<file path="src/rtl/ps2_keycode_rx.sv">
// PS/2 device-to-host receiver for the Basys3 keyboard pins.
// Synchronises and deglitches the PS/2 clock, frames 11-bit words
// (start, 8 data LSB-first, odd parity, stop), and keeps the last two
// good bytes as {previous, newest} in keycode.
//
// Handshake: keycode_valid and frame_err are single-cycle, registered,
// mutually exclusive pulses with no back-pressure; keycode is stable
// whenever keycode_valid is low and takes its new value in the same
// cycle keycode_valid is high.
module ps2_keycode_rx #(
    parameter int FILTER_LEN     = 8,
    parameter int TIMEOUT_CYCLES = 20000
) (
    input  logic        clk,
    input  logic        rst,
    input  logic        ps2_clk,
    input  logic        ps2_data,
    output logic [15:0] keycode,
    output logic        keycode_valid,
    output logic        frame_err,
    output logic        busy
);

    localparam int FW = $clog2(FILTER_LEN + 1);
    localparam int TW = $clog2(TIMEOUT_CYCLES + 1);
    localparam logic [FW-1:0] FILT_MAX = FW'(FILTER_LEN - 1);
    localparam logic [TW-1:0] TMO_MAX  = TW'(TIMEOUT_CYCLES - 1);

    typedef enum logic [1:0] {
        IDLE   = 2'd0,
        DATA   = 2'd1,
        PARITY = 2'd2,
        STOP   = 2'd3
    } state_t;

    logic          clk_s1, clk_s2;
    logic          dat_s1, dat_s2;
    logic          filt_clk;
    logic [FW-1:0] filt_cnt;
    logic          fall;
    state_t        state;
    logic [2:0]    bit_cnt;
    logic [7:0]    shreg;
    logic          par_bit;
    logic [TW-1:0] tmo_cnt;
    logic          timeout_hit;

    // Two-flop synchronisers for both asynchronous PS/2 pins (idle high).
    always_ff @(posedge clk) begin
        if (rst) begin
            clk_s1 <= 1'b1;
            clk_s2 <= 1'b1;
            dat_s1 <= 1'b1;
            dat_s2 <= 1'b1;
        end else begin
            clk_s1 <= ps2_clk;
            clk_s2 <= clk_s1;
            dat_s1 <= ps2_data;
            dat_s2 <= dat_s1;
        end
    end

    // Clock deglitcher: a new level must persist FILTER_LEN cycles; emits a fall strobe.
    always_ff @(posedge clk) begin
        if (rst) begin
            filt_clk <= 1'b1;
            filt_cnt <= '0;
            fall     <= 1'b0;
        end else begin
            fall <= 1'b0;
            if (clk_s2 != filt_clk) begin
                if (filt_cnt == FILT_MAX) begin
                    filt_clk <= clk_s2;
                    filt_cnt <= '0;
                    fall     <= filt_clk;
                end else begin
                    filt_cnt <= filt_cnt + 1'b1;
                end
            end else begin
                filt_cnt <= '0;
            end
        end
    end

    // A fall strobe always beats the timeout in the same cycle.
    assign timeout_hit = (state != IDLE) && !fall && (tmo_cnt == TMO_MAX);

    // Frame FSM with registered keycode and status pulses.
    always_ff @(posedge clk) begin
        if (rst) begin
            state         <= IDLE;
            bit_cnt       <= '0;
            shreg         <= '0;
            par_bit       <= 1'b0;
            tmo_cnt       <= '0;
            keycode       <= '0;
            keycode_valid <= 1'b0;
            frame_err     <= 1'b0;
        end else begin
            keycode_valid <= 1'b0;
            frame_err     <= 1'b0;

            if (state == IDLE || fall) begin
                tmo_cnt <= '0;
            end else begin
                tmo_cnt <= tmo_cnt + 1'b1;
            end

            if (timeout_hit) begin
                state     <= IDLE;
                frame_err <= 1'b1;
            end else if (fall) begin
                case (state)
                    IDLE: begin
                        if (!dat_s2) begin
                            state   <= DATA;
                            bit_cnt <= '0;
                            shreg   <= '0;
                        end else begin
                            frame_err <= 1'b1;
                        end
                    end
                    DATA: begin
                        shreg   <= {dat_s2, shreg[7:1]};
                        bit_cnt <= bit_cnt + 1'b1;
                        if (bit_cnt == 3'd7) begin
                            state <= PARITY;
                        end
                    end
                    PARITY: begin
                        par_bit <= dat_s2;
                        state   <= STOP;
                    end
                    STOP: begin
                        if (dat_s2 && (^{shreg, par_bit})) begin
                            keycode       <= {keycode[7:0], shreg};
                            keycode_valid <= 1'b1;
                        end else begin
                            frame_err <= 1'b1;
                        end
                        state <= IDLE;
                    end
                    default: state <= IDLE;
                endcase
            end
        end
    end

    assign busy = (state != IDLE);

endmodule

</file>
<file path="config.mk">
export PLATFORM = sky130hd
export DESIGN_NAME = ps2_keycode_rx
export DESIGN_NICKNAME = d
export VERILOG_FILES = /design/src/rtl/ps2_keycode_rx.sv
export SDC_FILE = /design/constraint.sdc
export NUM_CORES = 1
export LEC_CHECK = 0
export ABC_AREA = 1
export BUFFER_PORTS_ARGS = -buffer_cell sky130_fd_sc_hd__buf_2
export CAP_MARGIN = 10
export CORE_MARGIN = 2
export CORE_UTILIZATION = 55
export CTS_BUF_LIST = sky130_fd_sc_hd__clkbuf_2 sky130_fd_sc_hd__clkbuf_4 sky130_fd_sc_hd__clkbuf_8
export DETAILED_ROUTE_END_ITERATION = 8
export GPL_ROUTABILITY_DRIVEN = 0
export PLACE_DENSITY = 0.78
export SYNTH_ARGS = -nofsm -noshare
export SYNTH_HDL_FRONTEND = slang
export SYNTH_SLANG_ARGS = --single-unit
</file>
<file path="constraint.sdc">
create_clock -name clk -period 3.7 [get_ports clk]
set_input_delay 0.555 -clock clk [delete_from_list [all_inputs] [get_ports clk]]
set_output_delay 0.555 -clock clk [all_outputs]
set_load 0.02 [all_outputs]
</file>
== Yosys cells after proc, flatten, opt, wreduce, memory -nomap -nowiden ==
Cells that the tools add are included.
W data, S select, Z words.

* Output and inout bits: 19
* Word-level logic and storage cells: 64
* Register bits after elaboration: 57

* Reductions and logical operators: 19
* Eq/ne operators: 9
* Multiplexer cells: 13
* Bitwise operators: 5
* Add/subtract/negate cells: 3

{| class="wikitable"
|+ Operators by type and width
! operator !! number
|-
| $pmux W8 S2 || 1
|-
| $add A15 B1 Y15 const B || 1
|-
| $eq A15 B15 Y1 const B || 1
|-
| $reduce_xor A9 Y1 || 1
|-
| $mux W8 || 1
|-
| $pmux W2 S4 || 1
|-
| $reduce_and A4 Y1 || 2
|-
| $pmux W3 S2 || 1
|-
| $reduce_and A3 Y1 || 2
|-
| $reduce_or A3 Y1 || 2
|-
| $mux W1 || 5
|-
| $not A1 Y1 || 5
|-
| $add A4 B1 Y4 const B || 1
|-
| $eq A2 B2 Y1 const B || 2
|-
| $eq A4 B3 Y1 const B || 1
|-
| $mux W2 || 2
|-
| $ne A2 B2 Y1 const B || 2
|-
| $reduce_bool A2 Y1 || 2
|-
| $reduce_or A2 Y1 || 2
|-
| $reduce_or A4 Y1 || 1
|-
| $add A3 B1 Y3 const B || 1
|-
| $eq A3 B3 Y1 const B || 1
|-
| $logic_and A1 B1 Y1 || 3
|-
| $mux W3 || 1
|-
| 7 further kinds || 7
|}

== Logic depth before layout (Yosys ltp) ==
Gate-level depths: netlist of the first run.

* Depth in word-level cells: 6
* Mapped depth: 13

== Least setup slack after synthesis of the first run ==
OpenSTA, ideal clock, no wires.

* Path type: register -> register
* Start: register tmo_cnt[0]
* End: register tmo_cnt[14]
* Path buffers: 0
* Library setup time: 0.121 ns
* Arrival time: 1.382 ns
* Path slack: 2.197 ns
* Cell stages (with the launch flop): 13
* Clock period less this slack: 1.503 ns
* Cell sequence: dfxtp_1 -> ha_1 -> nand2_1 -> inv_2 -> nand2_1 -> nor2_1 -> nand2_1 -> nor2_1 -> nand3_1 -> nor2_2 -> nand3_1 -> nand2_1 -> a21oi_1

* Longest elaborated chain between the ends: 1

{| class="wikitable"
|+ RTL lines
! what !! line !! source
|-
| start: declaration || 45 || <nowiki>logic [TW-1:0] tmo_cnt;</nowiki>
|-
| start signal: assignment || 106 || <nowiki>tmo_cnt <= tmo_cnt + 1'b1;</nowiki>
|-
| $add A15 B1 Y15 || 106 ||
|}

No other way between the ends.
A chain may end at the register's enable or synchronous reset.

== Worst setup path after layout of the first run ==
* Start: register state[0]
* End: output port busy

* Longest elaborated chain between the ends: 1

{| class="wikitable"
|+ RTL lines
! what !! line !! source
|-
| start: declaration || 41 || <nowiki>state_t state;</nowiki>
|-
| start signal: assignment || 91 || <nowiki>state <= IDLE;</nowiki>
|-
| start signal: assignment || 110 || <nowiki>state <= IDLE;</nowiki>
|-
| start signal: assignment || 116 || <nowiki>state <= DATA;</nowiki>
|-
| $reduce_bool A2 Y1 || 149 || <nowiki>assign busy = (state != IDLE);</nowiki>
|-
| end: declaration || 21 || <nowiki>output logic busy</nowiki>
|}

No other way between the ends.

==> results of run 1 <==
==> cells by family (layout without fill, tap and decap cells) <==
group           after synthesis  after routing  share of synthesized area [%]
simple gates                150            150                           27.2
flops                        57             57                           47.3
compound gates               54             54                           11.6
buf+inv                      45             75                           7.78
fa+ha+maj                     9              9                           4.67
xor+xnor                      3              3                           1.40
==> metrics by stage <==
step	cell area, µm²	power, W	hold WS (ns)
5_1_grt	2750	0.00126	0.397
2_1_floorplan	2410	0.000640	0.389
3_3_place_gp	2550	0.000643	0.392
4_1_cts	2750	0.00123	0.399
6_report	2750	0.00122	0.410
3_5_place_dp	2550	0.000644	0.395
==> critical path: cells and delay by family, from the launching register on <==
family / cells / cell delay [ns]
DFF: 1 / 0.38
buffers and inverters: 3 / 0.36
adders and majority gates: 1 / 0.24
==> routing by layer <==
layer | wire length [µm] | global-route usage (%) | up-vias | part of all wire [%]
met3 | 144 | 6.20 | 5 | 3.3
met2 | 2210 | 33.9 | 27 | 51
met4 | 52 | 9.83 | 0 | 1.2
li1 | - | - | 1060 | -
met5 | 0 | 0 | - | 0
met1 | 1940 | 25.2 | 895 | 45
==> registers in the layout (all words and copies together), names as in the netlist, 2 cells and up <==
register and cells:
bit_cnt 3, tmo_cnt 15, filt_cnt 4, shreg 8
keycode 16, state 2
==> report_power, final <==
group	switching (W)	total [W]	internal, W
Clock	0.000227	0.000585	0.000359
Combinational	0.00000809	0.0000120	0.00000392
Sequential	0.00000170	0.000618	0.000616
==> cell type report <==
type | count | area [µm²] | area share, %
Inverter | 39 | 146 | 5.33
Clock buffer | 12 | 165 | 6.01
Clock inverter | 2 | 37.5 | 1.37
Multi-Input combinational cell | 216 | 1080 | 39.4
Tap cell | 52 | 65.1 | 2.37
Sequential cell | 57 | 1140 | 41.5
Timing Repair Buffer | 22 | 110 | 4.01
==> worst paths after layout <==
path                               start     endpoint  cells after the start
worst max-delay path            state[0]         busy                      4
worst min register to register    dat_s1       dat_s2                      1
worst max register to register  state[0]  tmo_cnt[11]                      7
worst min-delay path              dat_s1       dat_s2                      1
==> cells in the final DEF, fill, tap and decap left out, types with 10 or more instances in the layout <==
cell,Yosys,routed
sky130_fd_sc_hd__a21oi_1,26,26
sky130_fd_sc_hd__buf_2,0,22
sky130_fd_sc_hd__nand2_1,63,63
sky130_fd_sc_hd__inv_1,33,33
sky130_fd_sc_hd__nand3_1,10,10
sky130_fd_sc_hd__dfxtp_1,57,57
sky130_fd_sc_hd__o21ai_0,16,16
sky130_fd_sc_hd__clkbuf_8,0,12
sky130_fd_sc_hd__nor2_1,51,51
==> results.tsv, run 1 <==
stage	metric	value	unit
outcome	status	completed	
global_routing	Tot GR Track Use	20.8	%
power_and_ir_drop	pwr dens	442	nW/µm²
sta	clk_skew	0.00794	ns
synthesis	cell type with the highest aggregate area in the netlist	sky130_fd_sc_hd__dfxtp_1	
global_routing	total global routing overflow	0	
route	wire length reported by the detailed router	4.35	mm
setup_path	Worst path slowest cell	sky130_fd_sc_hd__dfxtp_1	
route	number of vias per cell after detailed routing	4.97	
setup_path	biggest fanout along the worst timing path	4	
route	total number of vias	1987	
clocking	number of instances resized during post-cts repair	0	
clocking	clock buffers created by TritonCTS	9	
flow_run	MaxCap Viol Count	0	
sta	Slew HR	56.1	%
synthesis	Yosys warning count	0	
synthesis	commonest cells in the netlist	63 x sky130_fd_sc_hd__nand2_1, 57 x sky130_fd_sc_hd__dfxtp_1, 51 x sky130_fd_sc_hd__nor2_1	
place	dpl cells	386	
clocking	cell at the root of the clock tree	sky130_fd_sc_hd__clkbuf_8	
die	Boundary Pins	23	
sta	Hold Fails Final Rpt	0	
synthesis	area of the mapped netlist	2410	µm²
sta	total negative slack	0	ns
route	routed length per instance	10.9	µm
setup_path	signal arrival time at the worst endpoint	1.30	ns
synthesis	mean instance size in the synthesized netlist	7.59	µm²
clocking	post-CTS repair timing setup buffer count	0	
global_routing	via count of the first global-routing pass	1966	
setup_path	required time worst endpoint	3.14	ns
clocking	clock latency reported for the late side of the worst-skew pair	0.32	ns
global_routing	initial antenna violation count	0	
synthesis	most frequent cell after synthesis	sky130_fd_sc_hd__nand2_1	
synthesis	synth top area cells	sky130_fd_sc_hd__dfxtp_1 47%, sky130_fd_sc_hd__nand2_1 9.8%, sky130_fd_sc_hd__nor2_1 7.9%, sky130_fd_sc_hd__a21oi_1 5.4%, sky130_fd_sc_hd__inv_1 5.1%	
sta	actual transition at the worst max-transition pin	0.656	ns
sta	final setup vio count	0	
synthesis	part of the Yosys area used for sequential elements	47.3	%
power_and_ir_drop	IR Drop Worst-Case VDD	354	µV
die	Die X	70.2	µm
clocking	maximum clock path buffer count	2	
sta	Min Clock Period, post-route	1.85	ns
route	violation count after the first detailed-route iteration	101	
route	number of detailed-routing iterations run before antenna repair	4	
setup_path	ordered list of cells on the worst path	inv_1 > ha_1 > inv_1 > buf_2	
global_routing	first-pass GRT wire length	8.16	mm
final_layout	number of inserted diodes	0	
final_layout	post-layout instance count excluding filler cells	400	
synthesis	number of instances in the synthesized netlist	318	
power_and_ir_drop	Leak	1.19	nW
sta	total count of max-transition violations in the final report	0	
global_routing	largest net degree at the start of global routing	23	
clocking	number of sinks driven by the clock tree	57	
synthesis	flip-flop and latch count after synthesis	57	
sta	fin crit share	50.0	%
die	area of the die	4930	µm²
place	post-place setup slack	1.91	ns
die	Core ar.	4290	µm²
setup_path	start-to-end type of the worst setup path	flop to output pin	
final_layout	Layout Nets	358	
die	initial cell density of the core	56.2	%
die	height of the die	70.2	µm
synthesis	synthesized net count	331	
setup_path	most common cell type on the critical path	sky130_fd_sc_hd__inv_1	
synthesis	Post-synth EDFFs	0	
clocking	clock tree from TritonCTS	done	
setup_path	Crit path largest cell delay	0.38	ns
sta	achievable clock frequency	0.540	GHz
final_layout	post-layout utilization of the core	64.0	%
setup_path	Setup crit end kind	output pin	
synthesis	fraction of registers with async set or reset after synthesis	0	%
worst_hold_path	Hold Path Class	flop to flop	
synthesis	portion of synthesized cell area occupied by the leading cell type	47.3	%
setup_path	Setup crit start kind	flop	
final_layout	fill cell count	364	
synthesis	number of unique standard cell types used by synthesis	30	
setup_path	register-to-register setup slack	1.88	ns
final_layout	signed area change from the synthesized netlist to the final layout	14.0	%
route	drt drc	0	
clocking	post-cts hold buffer count	0	
sta	least setup slack across all paths after layout	1.85	ns
place	Buffers on Ports	22	
route	DRT antenna net count	0	
clocking	Reg clk slew, reported paths	0.06	ns
clocking	H-tree depth	3	
place	Detail Placement HPWL	3.10	mm
sta	setup repair after global routing missed its margin	false	
synthesis	main flop type after synthesis	sky130_fd_sc_hd__dfxtp_1	
die	std cell rows	24	
final_layout	proportion of layout cells with a drive suffix above 1	17.0	%
Note: power is estimated with default switching activity, not from simulation.
==> run 2, diff against run 1 <==
- PLACE_DENSITY: 0.78 -> 0.81
- clock period: 3.7 -> 1.5 ns (I/O delays scaled with it)
==> run 2 against run 1 <==
The run now ends with setup timing left. Non-clock buffer count rose by 35. Clock skew fell by 0.00077 ns. Die area did not move. Clock power rose by 140%. Critical path depth rose by 9. Highest routed layer unchanged.
==> results.tsv, run 2 (same netlist as run 1, synthesis figures left out) <==
stage	metric	value	unit	change
outcome	status	finished with violations		
outcome	failing checks	setup timing		
global_routing	first-pass GRT wire length	9.53	mm	+17%
sta	total count of max-transition violations in the final report	0		unchanged
global_routing	met2 demand-to-capacity share in global routing	41.2	%	+7.3 points
setup_path	Worst path slowest cell	sky130_fd_sc_hd__dfxtp_2		
final_layout	most common cell after layout, fill and taps aside	sky130_fd_sc_hd__nand2_1		
final_layout	max reg flops	16		unchanged
worst_hold_path	WHS Path Cells	2		+1
final_layout	final instance area	3310	µm²	+20%
route	number of vias per cell after detailed routing	5.16		+3.9%
route	number of detailed-routing iterations run before antenna repair	4		unchanged
power_and_ir_drop	Internal Dissipation	0.00235	W	+140%
setup_path	signal arrival time at the worst endpoint	1.91	ns	+0.61 ns
die	Die X	70.2	µm	unchanged
die	Boundary Pins	23		unchanged
setup_path	ordered list of cells on the worst path	inv_2 > nand2_4 > nand2_2 > nand2_4 > nand2_2 > nand2_2 > nand2_4 > nand2_1 > nand3_2 > nor2_4 > buf_12 > o21ai_0 > nor2_1		
global_routing	largest net degree at the start of global routing	23		unchanged
clocking	cell at the root of the clock tree	sky130_fd_sc_hd__clkbuf_8		
power_and_ir_drop	relative contribution of the clock network to total power	47.8	%	-0.4 points
worst_hold_path	hold-critical path endpoint	dat_s1		
setup_path	Reg-to-Reg End	keycode[9]		
power_and_ir_drop	Combinational Power Share	1.4	%	+0.4 points
final_layout	fill cell count	273		-25%
sta	Hold Fails Final Rpt	0		unchanged
setup_path	critical register-to-register path startpoint	par_bit		
setup_path	Setup crit end kind	flop		
die	height of the die	70.2	µm	unchanged
clocking	number of sinks driven by the clock tree	57		unchanged
sta	setup repair after global routing missed its margin	true		
route	wire length reported by the detailed router	6.07	mm	+39%
power_and_ir_drop	part of the power in registers	50.8	%	about the same
final_layout	commonest non-fill, non-tap cells in the layout	49 x sky130_fd_sc_hd__nand2_1, 47 x sky130_fd_sc_hd__dfxtp_1, 36 x sky130_fd_sc_hd__nor2_1, 33 x sky130_fd_sc_hd__buf_4, 31 x sky130_fd_sc_hd__inv_1		
sta	least setup slack across all paths after layout	-0.141	ns	-1.99 ns
power_and_ir_drop	switching part of the total	21.2	%	+1.7 points
power_and_ir_drop	Leak	1.41	nW	+19%
route	violation count after the first detailed-route iteration	142		+41%
sta	actual transition at the worst max-transition pin	0.658	ns	+0.00115 ns
clocking	clock latency reported for the late side of the worst-skew pair	0.33	ns	about the same
final_layout	FF/Latch Area	1160	µm²	+2.0%
setup_path	Crit path largest cell delay	0.37	ns	about the same
global_routing	global routing usage on met1	28.5	%	+3.3 points
clocking	Reg clk slew, reported paths	0.07	ns	about the same
clocking	H-tree depth	3		unchanged
final_layout	signed area change from the synthesized netlist to the final layout	37.2	%	
power_and_ir_drop	switching power	0.000632	W	+170%
setup_path	required time worst endpoint	1.77	ns	-1.37 ns
power_and_ir_drop	pwr dens	901	nW/µm²	+100%
final_layout	Layout Nets	395		+10%
final_layout	proportion of layout cells with a drive suffix above 1	38.2	%	+21 points
setup_path	Setup crit start kind	flop		
clocking	maximum clock path buffer count	2		unchanged
place	Buffers on Ports	22		unchanged
global_routing	total global routing overflow	0		unchanged
sta	clk_skew	0.00717	ns	-0.000771 ns
setup_path	register-to-register setup slack	-0.14	ns	-2.02 ns
final_layout	biggest regs	keycode: 16 flops, tmo_cnt: 15 flops, shreg: 8 flops		
sta	achievable clock frequency	0.609	GHz	
sta	Slew HR	56.1	%	about the same
sta	Worst Hold Margin	0.0753	ns	-0.335 ns
power_and_ir_drop	IR Drop Worst-Case VDD	819	µV	+130%
worst_hold_path	source of the worst hold timing path	ps2_data		
place	cell area after placement	2800	µm²	+9.9%
die	Core ar.	4290	µm²	unchanged
die	area of the die	4930	µm²	unchanged
final_layout	number of inserted diodes	0		unchanged
die	initial cell density of the core	56.2	%	unchanged
global_routing	Tot GR Track Use	24.6	%	+3.8 points
sta	final setup vio count	19		+19
worst_hold_path	Hold Path Class	primary input to flop		
final_layout	register ranked first by flip-flop count	keycode		
clocking	clock tree from TritonCTS	done		
flow_run	MaxCap Viol Count	0		unchanged
route	routed length per instance	13.8	µm	+27%
setup_path	biggest fanout along the worst timing path	15		+11
place	Detail Placement HPWL	3.58	mm	+15%
sta	fin crit share	109	%	
global_routing	global routing's busiest layer	met2		
sta	total negative slack	-1.83	ns	-1.83 ns
die	std cell rows	24		unchanged
route	DRT antenna net count	0		unchanged
global_routing	via count of the first global-routing pass	2229		+13%
sta	Min Clock Period, post-route	1.64	ns	
global_routing	met3 Use GR	6.93	%	+0.72 points
setup_path	start-to-end type of the worst setup path	flop to flop		
route	total number of vias	2265		+14%
route	drt drc	0		unchanged
clocking	clock buffers created by TritonCTS	9		unchanged
setup_path	FF-to-FF path depth	13		+6
final_layout	area of the multi-input gates	1340	µm²	+24%
global_routing	initial antenna violation count	0		unchanged
run 2: power groups by stage:
stage          Clock [W]  Combinational, W  Sequential [W]
6_report         0.00143         0.0000405         0.00151
5_1_grt          0.00152         0.0000443         0.00151
4_1_cts          0.00145         0.0000384         0.00152
3_5_place_dp           0         0.0000367         0.00156
3_3_place_gp           0         0.0000356         0.00156
2_1_floorplan          0         0.0000221         0.00156
run 2: how the worst max path moves through the flow:
stage | startpoint | endpoint | slack, ns | cells after the start
2_1_floorplan | tmo_cnt[1] | tmo_cnt[14] | 0.003 | 12
3_3_place_gp | tmo_cnt[1] | tmo_cnt[14] | -0.05 | 12
3_5_place_dp | tmo_cnt[0] | tmo_cnt[14] | -0.17 | 12
4_1_cts | shreg[7] | keycode[4] | -0.08 | 11
5_1_grt | par_bit | keycode[13] | -0.23 | 13
6_report | par_bit | keycode[9] | -0.14 | 13
run 2: layout make-up:
| cell class | count | area share, % |
|---|---|---|
| well taps | 52 | 1.97 |
| repair buffers | 57 | 11.8 |
| clock inverters | 5 | 1.66 |
| clock buffers | 11 | 4.38 |
| flip-flops and latches | 57 | 35.1 |
| inverters | 39 | 4.57 |
| multi-input cells | 218 | 40.5 |
run 2: per-stage QoR:
step / utilization (%) / total power, W / instances / setup slack, ns
floorplan: - / 0.00158 / 318 / 0.00337
global placement: 65.2 / 0.00159 / 415 / -0.0537
finish: 77.1 / 0.00298 / 439 / -0.141
detailed placement: 65.2 / 0.00159 / 415 / -0.168
global route: 77.1 / 0.00308 / 439 / -0.230
CTS: 72.6 / 0.00301 / 436 / -0.0792
run 2: repair_timing:
action                                  CTS  global route
buffers inserted                          3             2
hold buffers                              0             0
resized for setup                        19            53
cloned                                    2             1
endpoints found under the setup margin   20            46
pin swaps                                13            22
run 2: per-layer routing:
| metal | part of all wire, % | wire length (µm) |
|---|---|---|
| met4 | 2.2 | 133 |
| met5 | 0 | 0 |
| met2 | 52 | 3170 |
| met1 | 42 | 2530 |
| met3 | 3.8 | 231 |
run 2: worst max-delay path, delay by kind of cell (launching register included):
kind | cells | cell delay, ns
AOI/OAI and AO/OA | 1 | 0.10
buffers and inverters | 2 | 0.22
DFF | 1 | 0.37
and+or+nand+nor | 10 | 0.86
